===== config.mk =====
export PLATFORM = sky130hd
export DESIGN_NAME = product_tc_restore
export DESIGN_NICKNAME = d
export VERILOG_FILES = /design/src/rtl/product_tc_restore.sv
export SDC_FILE = /design/constraint.sdc
export NUM_CORES = 1
export LEC_CHECK = 0
export CELL_PAD_IN_SITES_DETAIL_PLACEMENT = 1
export CELL_PAD_IN_SITES_GLOBAL_PLACEMENT = 2
export CORE_MARGIN = 10
export CORE_UTILIZATION = 34
export DETAILED_ROUTE_END_ITERATION = 16
export MAX_ROUTING_LAYER = met4
export PLACE_DENSITY = 0.91
export SLEW_MARGIN = 0
export SYNTH_ARGS = -nofsm -noshare
export SYNTH_HDL_FRONTEND = slang
export SYNTH_SLANG_ARGS = --single-unit
export TNS_END_PERCENT = 20

===== constraint.sdc =====
create_clock -name clk -period 8.3 [get_ports clk]
set_clock_uncertainty 0.15 [all_clocks]
set_input_delay 1.66 -clock clk [delete_from_list [all_inputs] [get_ports clk]]
set_output_delay 1.66 -clock clk [all_outputs]
set_load 0.005 [all_outputs]

===== src/rtl/product_tc_restore.sv =====
// Restores signed lane products from the unsigned multiplier magnitude and
// selects the low or high half of each lane into a packed 32-bit result.
module product_tc_restore #(
    parameter bit PIPE_REG_OUT = 1'b1
) (
    input  logic        clk,
    input  logic        rst,
    input  logic        in_valid,
    output logic        in_ready,
    input  logic [63:0] product,
    input  logic [3:0]  sign_a,
    input  logic [3:0]  sign_b,
    input  logic [1:0]  precision,
    input  logic [1:0]  opcode,
    output logic        out_valid,
    input  logic        out_ready,
    output logic [31:0] result,
    output logic [1:0]  out_precision
);

    logic        s1_valid;
    logic [63:0] s1_prod;
    logic [1:0]  s1_prec;
    logic [1:0]  s1_op;
    logic [63:0] restored;
    logic [31:0] packed_res;
    logic [3:0]  neg;
    logic        adv2;

    assign neg = sign_a ^ sign_b;

    // Each lane is negated within its own double-width field; no cross-lane carry.
    always_comb begin
        restored = product;
        unique case (1'b1)
            precision == 2'b10: begin
                if (neg[3])
                    restored = -product;
            end
            precision == 2'b01: begin
                for (int j = 0; j < 2; j++) begin
                    if (neg[2*j+1])
                        restored[32*j +: 32] = -product[32*j +: 32];
                end
            end
            default: begin
                for (int i = 0; i < 4; i++) begin
                    if (neg[i])
                        restored[16*i +: 16] = -product[16*i +: 16];
                end
            end
        endcase
    end

    always_comb begin
        packed_res = '0;
        unique case (1'b1)
            s1_prec == 2'b10: begin
                packed_res = (s1_op == 2'b00) ? s1_prod[31:0] : s1_prod[63:32];
            end
            s1_prec == 2'b01: begin
                for (int j = 0; j < 2; j++) begin
                    packed_res[16*j +: 16] = (s1_op == 2'b00)
                        ? s1_prod[32*j +: 16]
                        : s1_prod[32*j+16 +: 16];
                end
            end
            default: begin
                for (int i = 0; i < 4; i++) begin
                    packed_res[8*i +: 8] = (s1_op == 2'b00)
                        ? s1_prod[16*i +: 8]
                        : s1_prod[16*i+8 +: 8];
                end
            end
        endcase
    end

    assign in_ready = !s1_valid || adv2;

    always_ff @(posedge clk) begin
        if (rst) begin
            s1_valid <= 1'b0;
            s1_prod  <= '0;
            s1_prec  <= '0;
            s1_op    <= '0;
        end else if (in_ready) begin
            s1_valid <= in_valid;
            if (in_valid) begin
                s1_prod <= restored;
                s1_prec <= precision;
                s1_op   <= opcode;
            end
        end
    end

    generate
        if (PIPE_REG_OUT) begin : g_reg_out
            assign adv2 = !out_valid || out_ready;

            always_ff @(posedge clk) begin
                if (rst) begin
                    out_valid     <= 1'b0;
                    result        <= '0;
                    out_precision <= '0;
                end else if (adv2) begin
                    out_valid <= s1_valid;
                    if (s1_valid) begin
                        result        <= packed_res;
                        out_precision <= s1_prec;
                    end
                end
            end
        end else begin : g_comb_out
            assign adv2          = out_ready;
            assign out_valid     = s1_valid;
            assign result        = packed_res;
            assign out_precision = s1_prec;
        end
    endgenerate

endmodule


Word-level counts from Yosys, hierarchy flattened
Index checks and enable logic that the tools add are counted.
{"block": "totals", "register_bits": 104, "inputBits": 80, "out_inout_bits": 36, "word_cells": 42}
{"block": "op_classes", "addsub": 7, "n_eq_ne": 4, "n_mux": 16, "bitwise": 1, "n_reduce_logical": 7}
{"operator": "$pmux W64 S2", "n": 1}
{"operator": "$mux W16", "n": 6}
{"operator": "$mux W32", "n": 3}
{"operator": "$mux W64", "n": 1}
{"operator": "$neg A16 Y16", "n": 4}
{"operator": "$neg A32 Y32", "n": 2}
{"operator": "$neg A64 Y64", "n": 1}
{"operator": "$pmux W32 S2", "n": 1}
{"operator": "$mux W8", "n": 4}
{"operator": "$eq A2 B1 Y1 const B", "n": 2}
{"operator": "$eq A2 B2 Y1 const B", "n": 2}
{"operator": "$reduce_and A2 Y1", "n": 2}
{"operator": "$xor A4 B4 Y4", "n": 1}
{"operator": "$logic_not A1 Y1", "n": 2}
{"operator": "$logic_not A2 Y1", "n": 1}
{"operator": "$logic_or A1 B1 Y1", "n": 2}

Logic depth before layout (Yosys ltp)
Gate-level depths: netlist of the first run.
{"block": "depth", "word_depth": 4, "depth_mapped": 11, "mapped_depth_nobuf": 8}

Worst setup path before layout of the first run
No wires, ideal clock.
{"block": "synth_path", "path_type": "input-to-reg", "from": "input product[17]", "to": "register s1_prod[60]", "t_arrival_ns": 3.885, "t_required_ns": 8.009, "path_slack_ns": 4.124, "path_stages": 9, "cell_sequence": "clkbuf_1 > inv_1 > ha_1 > nor4b_1 > and2_1 > nand4_4 > a311o_1 > a221oi_2 > a2111oi_2"}
{"block": "synth_via", "elab_chain_cells": 3}
{"item": "start: declaration", "line": "10", "rtl": "input logic [63:0] product,"}
{"item": "$neg A64 Y64", "line": "38", "rtl": "restored = -product;"}
{"item": "$mux W64", "line": "37", "rtl": "if (neg[3])"}
{"item": "$pmux W64 S2", "line": "35", "rtl": "unique case (1'b1)"}
{"item": "end signal: assignment", "line": "89", "rtl": "s1_prod <= restored;"}
{"item": "end: declaration", "line": "22", "rtl": "logic [63:0] s1_prod;"}
Every way passes these cells.
A chain may end at the register's enable or synchronous reset.

Worst setup path after layout of the first run
{"block": "layout_path", "from": "input product[1]", "to": "register s1_prod[60]"}
The elaborated chain is that of the path after synthesis.

==> impl_table.tex, run 1 <==
\begin{tabular}{lr}
\hline
Metric & Value \\
\hline
\multicolumn{2}{l}{\textbf{Place}} \\
\quad Post-placement setup slack & 3.06 ns \\
\quad Placer's final routability congestion estimate & between 0.9 and 1 \\
\quad DPL Wire Length & 30.0 mm \\
\quad Port Buffers & between 100 and 150 \\
\quad Dpl cells & roughly 1.6k \\
\multicolumn{2}{l}{\textbf{Clock network}} \\
\quad Post-cts sizing count & 0 \\
\quad Number of clock sinks & between 100 and 150 \\
\quad Clock slew at the register clock pins of the worst setup and hold paths & about 0.08 ns \\
\quad Level count of the clock H-tree & 3 \\
\quad Post-cts hold buffer count & 0 \\
\quad Clock tree from TritonCTS & built \\
\quad Post-CTS Setup Repair Bufs & 0 \\
\quad Buffer levels on the longest clock path & 2 \\
\quad TritonCTS Buffers & 9 \\
\quad Root Buffer Master & clkbuf\_16 \\
\quad Clock latency on the worst-skew pair & 0.37 ns \\
\multicolumn{2}{l}{\textbf{Detailed routing}} \\
\quad Post-DRT Antenna Nets & 0 \\
\quad Number of detailed-route iterations in the first pass & 5 \\
\quad Total length of routed wires & between 40 and 50 mm \\
\quad Routed length per instance & between 20 and 30 um \\
\quad Number of vias per cell after detailed routing & approximately 6.6 \\
\quad Detailed router's first-iteration violation count & about 1.2k \\
\quad DR vias & 10.9k \\
\quad Detailed-route DRC error count & 0 \\
\multicolumn{2}{l}{\textbf{Worst setup path}} \\
\quad Critical Path Source Type & primary input \\
\quad Data required time at the worst endpoint & $\sim$8.4 ns \\
\quad Maximum net fanout on the critical path & 10 \\
\quad Launch point of the worst path & product[1] \\
\quad Critical Setup Path Class & in -> reg \\
\quad Worst R2R Path Depth & 7 \\
\quad Worst reg2reg startpoint & s1\_prec[0] \\
\quad Critical Path End Type & flip-flop \\
\quad Worst path arrival time & around 5.0 ns \\
\multicolumn{2}{l}{\textbf{STA}} \\
\quad Final count of negative-setup-slack endpoints & 0 \\
\quad Number of pins with negative max-slew slack in the final report & 0 \\
\quad Worst-Margin Slew & between 1 and 1.5 ns \\
\quad Final worst-path setup slack & between 3 and 4 ns \\
\quad Fmax & slightly above 200 MHz \\
\quad Final critical-path required period & just under 5 ns \\
\quad Setup Total Neg Slack & 0 ns \\
\quad Setup repair after global routing missed its margin & no \\
\quad Total count of hold-check failures in the final report & 0 \\
\quad Tightest slew margin relative to the limit & 0.232 \\
\quad Post-route clock period utilization & 0.594 \\
\multicolumn{2}{l}{\textbf{Final layout}} \\
\quad Number of antenna repair diodes & 0 \\
\quad Number of nets in the layout & 1,392 \\
\quad Post-route insts no fill & 1,644 \\
\quad Share of layout cells above drive strength 1 & 0.0542 \\
\quad Area added between synthesis and finish & 17.3\% \\
\multicolumn{2}{l}{\textbf{Floorplanning}} \\
\quad Initial core utilization & 0.346 \\
\quad Top Ports & 116 \\
\quad Core box area & about 26,000 sq um \\
\quad Cell row count & 59 \\
\quad Die area & roughly 33,000 sq um \\
\quad Height of the die & between 150 and 200 um \\
\quad Die X-Extent & $\sim$180 um \\
\multicolumn{2}{l}{\textbf{Min path}} \\
\quad Beginning of the worst hold path & result[29] \\
\quad Hold/Removal Path Class & reg -> reg \\
\quad Hold path cells & 2 \\
\multicolumn{2}{l}{\textbf{Global route}} \\
\quad Vias in the first global route & between 10k and 15k \\
\quad Grt ovf & 0 \\
\quad Initial antenna violation count & 0 \\
\quad Largest net degree at the start of global routing & 60 \\
\quad Global routing met1 resource utilization & 0.332 \\
\quad Met3 Usage GRT & 0.0303 \\
\quad Busiest layer in global routing & met2 \\
\quad Global router's overall resource usage & 0.247 \\
\quad GR Layer Usage met2 & 0.381 \\
\quad Global-route wire length before repair & 64.3 mm \\
\multicolumn{2}{l}{\textbf{Job}} \\
\quad Max-capacitance violation count & 0 \\
\multicolumn{2}{l}{\textbf{Run status}} \\
\quad Outcome & finished clean \\
\multicolumn{2}{l}{\textbf{Synth}} \\
\quad Synthesized netlist cell count & about 1.3k \\
\quad Yosys cell types & 80 \\
\quad Async set-or-reset flop fraction in the synthesized netlist & 0 \\
\quad Flop and latch count out of synthesis & between 100 and 150 \\
\quad Share of the yosys chip area belonging to registers & 0.231 \\
\quad Count of synthesis-stage warnings from yosys & 0 \\
\quad EDFF count, synth & 0 \\
\quad Total standard cell area after synthesis & approximately 9000 sq um \\
\quad Mapped Avg Cell Area & roughly 7.0 sq um \\
\quad Primary flip-flop cell chosen by synthesis mapping & dfxtp\_1 \\
\quad Synthesized net count & $\sim$1.4k \\
\multicolumn{2}{l}{\textbf{Power}} \\
\quad Total power & roughly 1.6 mW \\
\quad IR Drop Worst-Case VDD & approximately 0.099 mV \\
\quad P\_leak & 3.43 nW \\
\quad Total power divided by cell area & between 100 and 150 nW/um\^{}2 \\
\hline
\end{tabular}
-- final cells by class --
cell class / count / area, sq um
fill: 3247 / 15500
multi-input combinational: 1024 / 6360
sequential: 104 / 2080
timing repair buffer: 136 / 1300
tap: 335 / 419
clock buffer: 9 / 225
inverter: 29 / 109
clock inverter: 7 / 72.6
-- cells in the mapped netlist (6+ instances only) --
cell type,instances,area share
or4_1,15,0.012
clkbuf_1,109,0.045
nand2_1,125,0.052
buf_1,13,0.0054
a22o_1,22,0.021
ha_1,8,0.011
nor3_1,49,0.027
a311oi_1,29,0.028
nand3_1,36,0.020
xnor2_1,26,0.025
o311a_1,7,0.0078
o2111ai_1,22,0.021
dfxtp_1,104,0.23
nor2_1,146,0.061
a21oi_1,96,0.053
a211oi_1,27,0.022
or3_1,12,0.0083
a31oi_1,20,0.014
nand2b_1,7,0.0049
and3_1,6,0.0042
o211ai_1,11,0.0092
o31a_1,9,0.0087
a32oi_1,6,0.0058
o31ai_1,15,0.012
o21ai_0,101,0.056
a22oi_1,6,0.0050
nand4_1,11,0.0076
inv_1,28,0.012
xor2_1,29,0.028
nor4_1,20,0.014
nand3b_1,35,0.029
a221oi_1,25,0.024
a211o_1,8,0.0078
-- stage by stage --
step           utilization  hold WS, ns  area, sq um
3_3_place_gp         0.394        0.293        10300
6_report             0.406        0.307        10600
2_1_floorplan            -        0.282         9010
4_1_cts              0.406        0.312        10600
3_5_place_dp         0.394        0.301        10300
5_1_grt              0.406        0.334        10600
-- where the power goes --
part / total, mW / internal, mW / switching, mW
sequential: 0.595 / 0.539 / 0.0559
clock: 0.455 / 0.214 / 0.241
combinational: 0.514 / 0.193 / 0.321
total: 1.56 / 0.946 / 0.618
-- cell usage in the layout (no fill, tap or decap), drive strengths merged, types with 25 or more instances in the layout --
cell type / n
nand3b: 35
a221oi: 26
nand3: 36
a211oi: 27
xor2: 29
a311oi: 29
inv: 31
clkdlybuf4s50: 114
xnor2: 26
nor2: 146
nand2: 125
dfxtp: 104
o21ai: 103
nor3: 51
nor4: 25
a21oi: 96
-- sequential cells by signal, indices dropped and copies added (netlist names) --
register and cells:
s1_prec 2, s1_valid 1, out_valid 1, out_precision 2
result 32, s1_prod 64, s1_op 2
-- kinds of logic after synthesis --
logic type | share of synthesized area
AO/OA/AOI/OAI | 0.347
XOR/XNOR | 0.0534
adder cells (fa/ha/maj) | 0.0111
buffers and inverters | 0.0681
flip-flops | 0.231
multiplexers | 0.00333
AND/OR/NAND/NOR | 0.286
-- critical path, stage by stage --
cell,delay [ns]
clkdlybuf4s50_1,0.48
inv_1,0.11
ha_1,0.25
or4b_1,0.64
nor4_4,0.70
nand4_4,0.33
a311o_1,0.47
a221oi_2,0.28
a2111oi_2,0.08
-- metal layers --
| layer | share of wire | wire length (um) | vias to the layer above |
|---|---|---|---|
| met2 | 0.45 | 19100 | 515 |
| li1 | - | - | 4898 |
| met3 | 0.083 | 3520 | 73 |
| met1 | 0.44 | 18500 | 5384 |
| met4 | 0.023 | 962 | 0 |
| met5 | 0 | 0 | - |
-- path summary, 6_finish.rpt --
check | endpoint | slack, ns
max | s1_prod[60] | 3.37
min | result[29] | 0.31
max reg2reg | result[20] | 5.21
min reg2reg | result[29] | 0.31
(Power assumes the default switching activity.)
==> inputs of run 2 (changes only) <==
--- a/config.mk
+++ b/config.mk
@@ -8,10 +8,10 @@
 export CELL_PAD_IN_SITES_DETAIL_PLACEMENT = 1
 export CELL_PAD_IN_SITES_GLOBAL_PLACEMENT = 2
 export CORE_MARGIN = 10
-export CORE_UTILIZATION = 34
+export CORE_UTILIZATION = 32
 export DETAILED_ROUTE_END_ITERATION = 16
 export MAX_ROUTING_LAYER = met4
-export PLACE_DENSITY = 0.91
+export PLACE_DENSITY = 0.87
 export SLEW_MARGIN = 0
 export SYNTH_ARGS = -nofsm -noshare
 export SYNTH_HDL_FRONTEND = slang
==> constraint.sdc (replaced) <==
create_clock -name clk -period 5.11 [get_ports clk]
set_clock_uncertainty 0.15 [all_clocks]
set_input_delay 1.022 -clock clk [delete_from_list [all_inputs] [get_ports clk]]
set_output_delay 1.022 -clock clk [all_outputs]
set_load 0.005 [all_outputs]
==> run 2 against run 1 <==
Effect of this change: setup slack got worse by 2.2 ns; first-iteration DRC count down 4.1%; clock power increased by 68%; largest power group unchanged.
==> impl_table.tex, run 2 (synthesis results as in run 1) <==
\begin{tabular}{lr}
\hline
Metric & Value \\
\hline
\multicolumn{2}{l}{\textbf{Detailed routing}} \\
\quad DR vias & 10.8k (-0.37\%) \\
\quad Number of vias per cell after detailed routing & 6.29 (-4.8\%) \\
\quad Detailed-route DRC error count & 0 (unchanged) \\
\quad Detailed router's first-iteration violation count & 1,156 (-4.1\%) \\
\quad Total length of routed wires & 43.0 mm (+2.0\%) \\
\quad Post-DRT Antenna Nets & 0 (unchanged) \\
\quad Routed length per instance & 25.0 um (-2.6\%) \\
\quad Number of detailed-route iterations in the first pass & 5 (unchanged) \\
\multicolumn{2}{l}{\textbf{Floorplanning}} \\
\quad Top Ports & 116 (unchanged) \\
\quad Height of the die & 188 um (+2.7\%) \\
\quad Core box area & 27,800 sq um (+6.6\%) \\
\quad Cell row count & 61 (+3.4\%) \\
\quad Initial core utilization & 0.324 (-0.0215) \\
\quad Die area & 35,300 sq um (+5.6\%) \\
\quad Die X-Extent & 188 um (+2.7\%) \\
\multicolumn{2}{l}{\textbf{Clock network}} \\
\quad Root Buffer Master & clkbuf\_16 \\
\quad Clock tree from TritonCTS & built \\
\quad Clock slew at the register clock pins of the worst setup and hold paths & 0.09 ns (about the same) \\
\quad Post-CTS Setup Repair Bufs & 0 (unchanged) \\
\quad Post-cts sizing count & 0 (unchanged) \\
\quad Buffer levels on the longest clock path & 2 (unchanged) \\
\quad Clock latency on the worst-skew pair & 0.38 ns (about the same) \\
\quad Level count of the clock H-tree & 3 (unchanged) \\
\quad Post-cts hold buffer count & 0 (unchanged) \\
\quad Number of clock sinks & 104 (unchanged) \\
\quad TritonCTS Buffers & 9 (unchanged) \\
\multicolumn{2}{l}{\textbf{STA}} \\
\quad Number of pins with negative max-slew slack in the final report & 0 (unchanged) \\
\quad Setup Total Neg Slack & 0 ns (unchanged) \\
\quad Setup repair after global routing missed its margin & no \\
\quad Final count of negative-setup-slack endpoints & 0 (unchanged) \\
\quad Worst-Margin Slew & 1.26 ns (+0.108 ns) \\
\quad Tightest slew margin relative to the limit & 0.161 (-0.0713) \\
\quad Post-route clock period utilization & 0.767 \\
\quad Total count of hold-check failures in the final report & 0 (unchanged) \\
\quad Final critical-path required period & 3.92 ns \\
\quad Fmax & between 200 and 300 MHz \\
\multicolumn{2}{l}{\textbf{Worst setup path}} \\
\quad Data required time at the worst endpoint & 5.23 ns (-3.15 ns) \\
\quad Launch point of the worst path & product[1] \\
\quad Worst path arrival time & 4.04 ns (-0.97 ns) \\
\quad Worst-case register-to-register setup slack & 1.95 ns (-3.26 ns) \\
\quad Capture instance of the worst register-to-register path & result[14] \\
\quad Critical Setup Path Class & in -> reg \\
\quad Largest stage delay, worst path & 0.67 ns (-0.03 ns) \\
\quad Capturing instance or port of the critical path & s1\_prod[50] \\
\quad Critical Path Source Type & primary input \\
\quad Critical Path End Type & flip-flop \\
\quad Worst reg2reg startpoint & s1\_prec[1] \\
\quad Maximum net fanout on the critical path & 10 (unchanged) \\
\quad Worst R2R Path Depth & 7 (unchanged) \\
\quad Critical Path, Cell by Cell & clkdlybuf4s50\_1, inv\_1, ha\_1, or4b\_1, or4\_4, nor3\_4, a31oi\_1, xnor2\_1, o2bb2ai\_1 \\
\quad Cell type of the slowest stage on the worst timing path & or4\_4 \\
\multicolumn{2}{l}{\textbf{Power}} \\
\quad Logic pwr share & 0.333 (+0.004) \\
\quad P\_leak & 3.60 nW (+5.0\%) \\
\quad Internal cell power & 1.56 mW (+65\%) \\
\quad Total power & 2.59 mW (+66\%) \\
\quad Net switching component of the power & 1.03 mW (+66\%) \\
\quad Register share of total power & 0.371 (-0.009) \\
\quad Switching part of the total power & 0.396 (+0.000959) \\
\quad Total power divided by cell area & 238 nW/um\^{}2 (+61\%) \\
\quad IR Drop Worst-Case VDD & 0.157 mV (+57\%) \\
\quad Clock network fraction of design power & 0.295 (+0.004) \\
\multicolumn{2}{l}{\textbf{Final layout}} \\
\quad Share of layout cells above drive strength 1 & 0.0768 (+0.0226) \\
\quad Leading cell type in the layout, fill and taps excluded & nor2\_1 \\
\quad Area added between synthesis and finish & 20.8\% \\
\quad Highest-count cells in the layout ignoring fill and taps & 144 x nor2\_1, 125 x nand2\_1, 114 x clkdlybuf4s50\_1, 104 x dfxtp\_1, 101 x o21ai\_0 \\
\quad Largest register FFs & 64 (unchanged) \\
\quad Regs by FF count & s1\_prod (64), result (32) \\
\quad Number of nets in the layout & 1,424 (+2.3\%) \\
\quad Register bank with the most flops & s1\_prod \\
\multicolumn{2}{l}{\textbf{Place}} \\
\quad DPL Wire Length & 31.7 mm (+5.6\%) \\
\quad Placer's final routability congestion estimate & 0.962 (+3.8\%) \\
\quad Port Buffers & 115 (unchanged) \\
\multicolumn{2}{l}{\textbf{Global route}} \\
\quad Initial antenna violation count & 2 (+2) \\
\quad Largest net degree at the start of global routing & 58 (-3.3\%) \\
\quad Vias in the first global route & 10.7k (+1.0\%) \\
\quad Grt ovf & 0 (unchanged) \\
\quad Global router's overall resource usage & 0.240 (-0.00707) \\
\quad Global-route wire length before repair & 65.5 mm (+1.8\%) \\
\multicolumn{2}{l}{\textbf{Run status}} \\
\quad Outcome & finished clean \\
\multicolumn{2}{l}{\textbf{Job}} \\
\quad Max-capacitance violation count & 0 (unchanged) \\
\multicolumn{2}{l}{\textbf{Min path}} \\
\quad Hold/Removal Path Class & reg -> reg \\
\hline
\end{tabular}
run 2: worst max-delay path: cells and delay by family:
| family | cells | cell delay, ns |
|---|---|---|
| buffers and inverters | 2 | 0.58 |
| AO/OA/AOI/OAI | 2 | 0.29 |
| AND/OR/NAND/NOR | 3 | 1.71 |
| XOR/XNOR | 1 | 0.22 |
| adder cells (fa/ha/maj) | 1 | 0.22 |
run 2: stage by stage:
| step | cells | hold WS [ns] | instance area [sq um] | util | setup WS (ns) |
|---|---|---|---|---|---|
| 2_1_floorplan | 1286 | 0.282 | 9010 | - | 1.57 |
| 3_3_place_gp | 1703 | 0.294 | 10600 | 0.380 | 0.903 |
| 3_5_place_dp | 1703 | 0.296 | 10600 | 0.380 | 0.852 |
| 4_1_cts | 1719 | 0.309 | 10900 | 0.392 | 1.25 |
| 5_1_grt | 1721 | 0.335 | 10900 | 0.392 | 1.04 |
| 6_report | 1721 | 0.307 | 10900 | 0.392 | 1.19 |
run 2: power by group through the flow:
stage / Combinational, mW / Sequential (mW) / Clock [mW]
floorplan: 0.522 / 0.931 / 0
detailed placement: 0.842 / 0.977 / 0
global route: 0.934 / 0.967 / 0.800
finish: 0.863 / 0.962 / 0.765
CTS: 0.846 / 0.958 / 0.771
global placement: 0.827 / 0.975 / 0
run 2: area by class of cell:
| type | count | area, sq um |
|---|---|---|
| fill | 3472 | 16900 |
| clock inverter | 7 | 91.3 |
| timing repair buffer | 168 | 1540 |
| tap | 378 | 473 |
| multi-input combinational | 1024 | 6360 |
| clock buffer | 9 | 225 |
| inverter | 29 | 109 |
| sequential | 104 | 2080 |
| antenna | 2 | 5.00 |
run 2: worst min path at each step:
stage	startpoint	to	slack, ns	depth (start not counted)
after global routing	result[4]	result[4]	0.33	2
after floorplan	s1_prod[0]	s1_prod[0]	0.28	2
after CTS	result[5]	result[5]	0.31	2
final	result[5]	result[5]	0.31	2
after detailed placement	result[5]	result[5]	0.30	2
after global placement	result[30]	result[30]	0.29	2
run 2: metal layers:
layer  wire length [um]  global-route usage  vias to the layer above
li1                   -                   -                     4957
met1              18900               0.310                     5281
met2              19200               0.364                      509
met3               3770              0.0514                       83
met4               1050              0.0788                        0
met5                  0                   -                        -
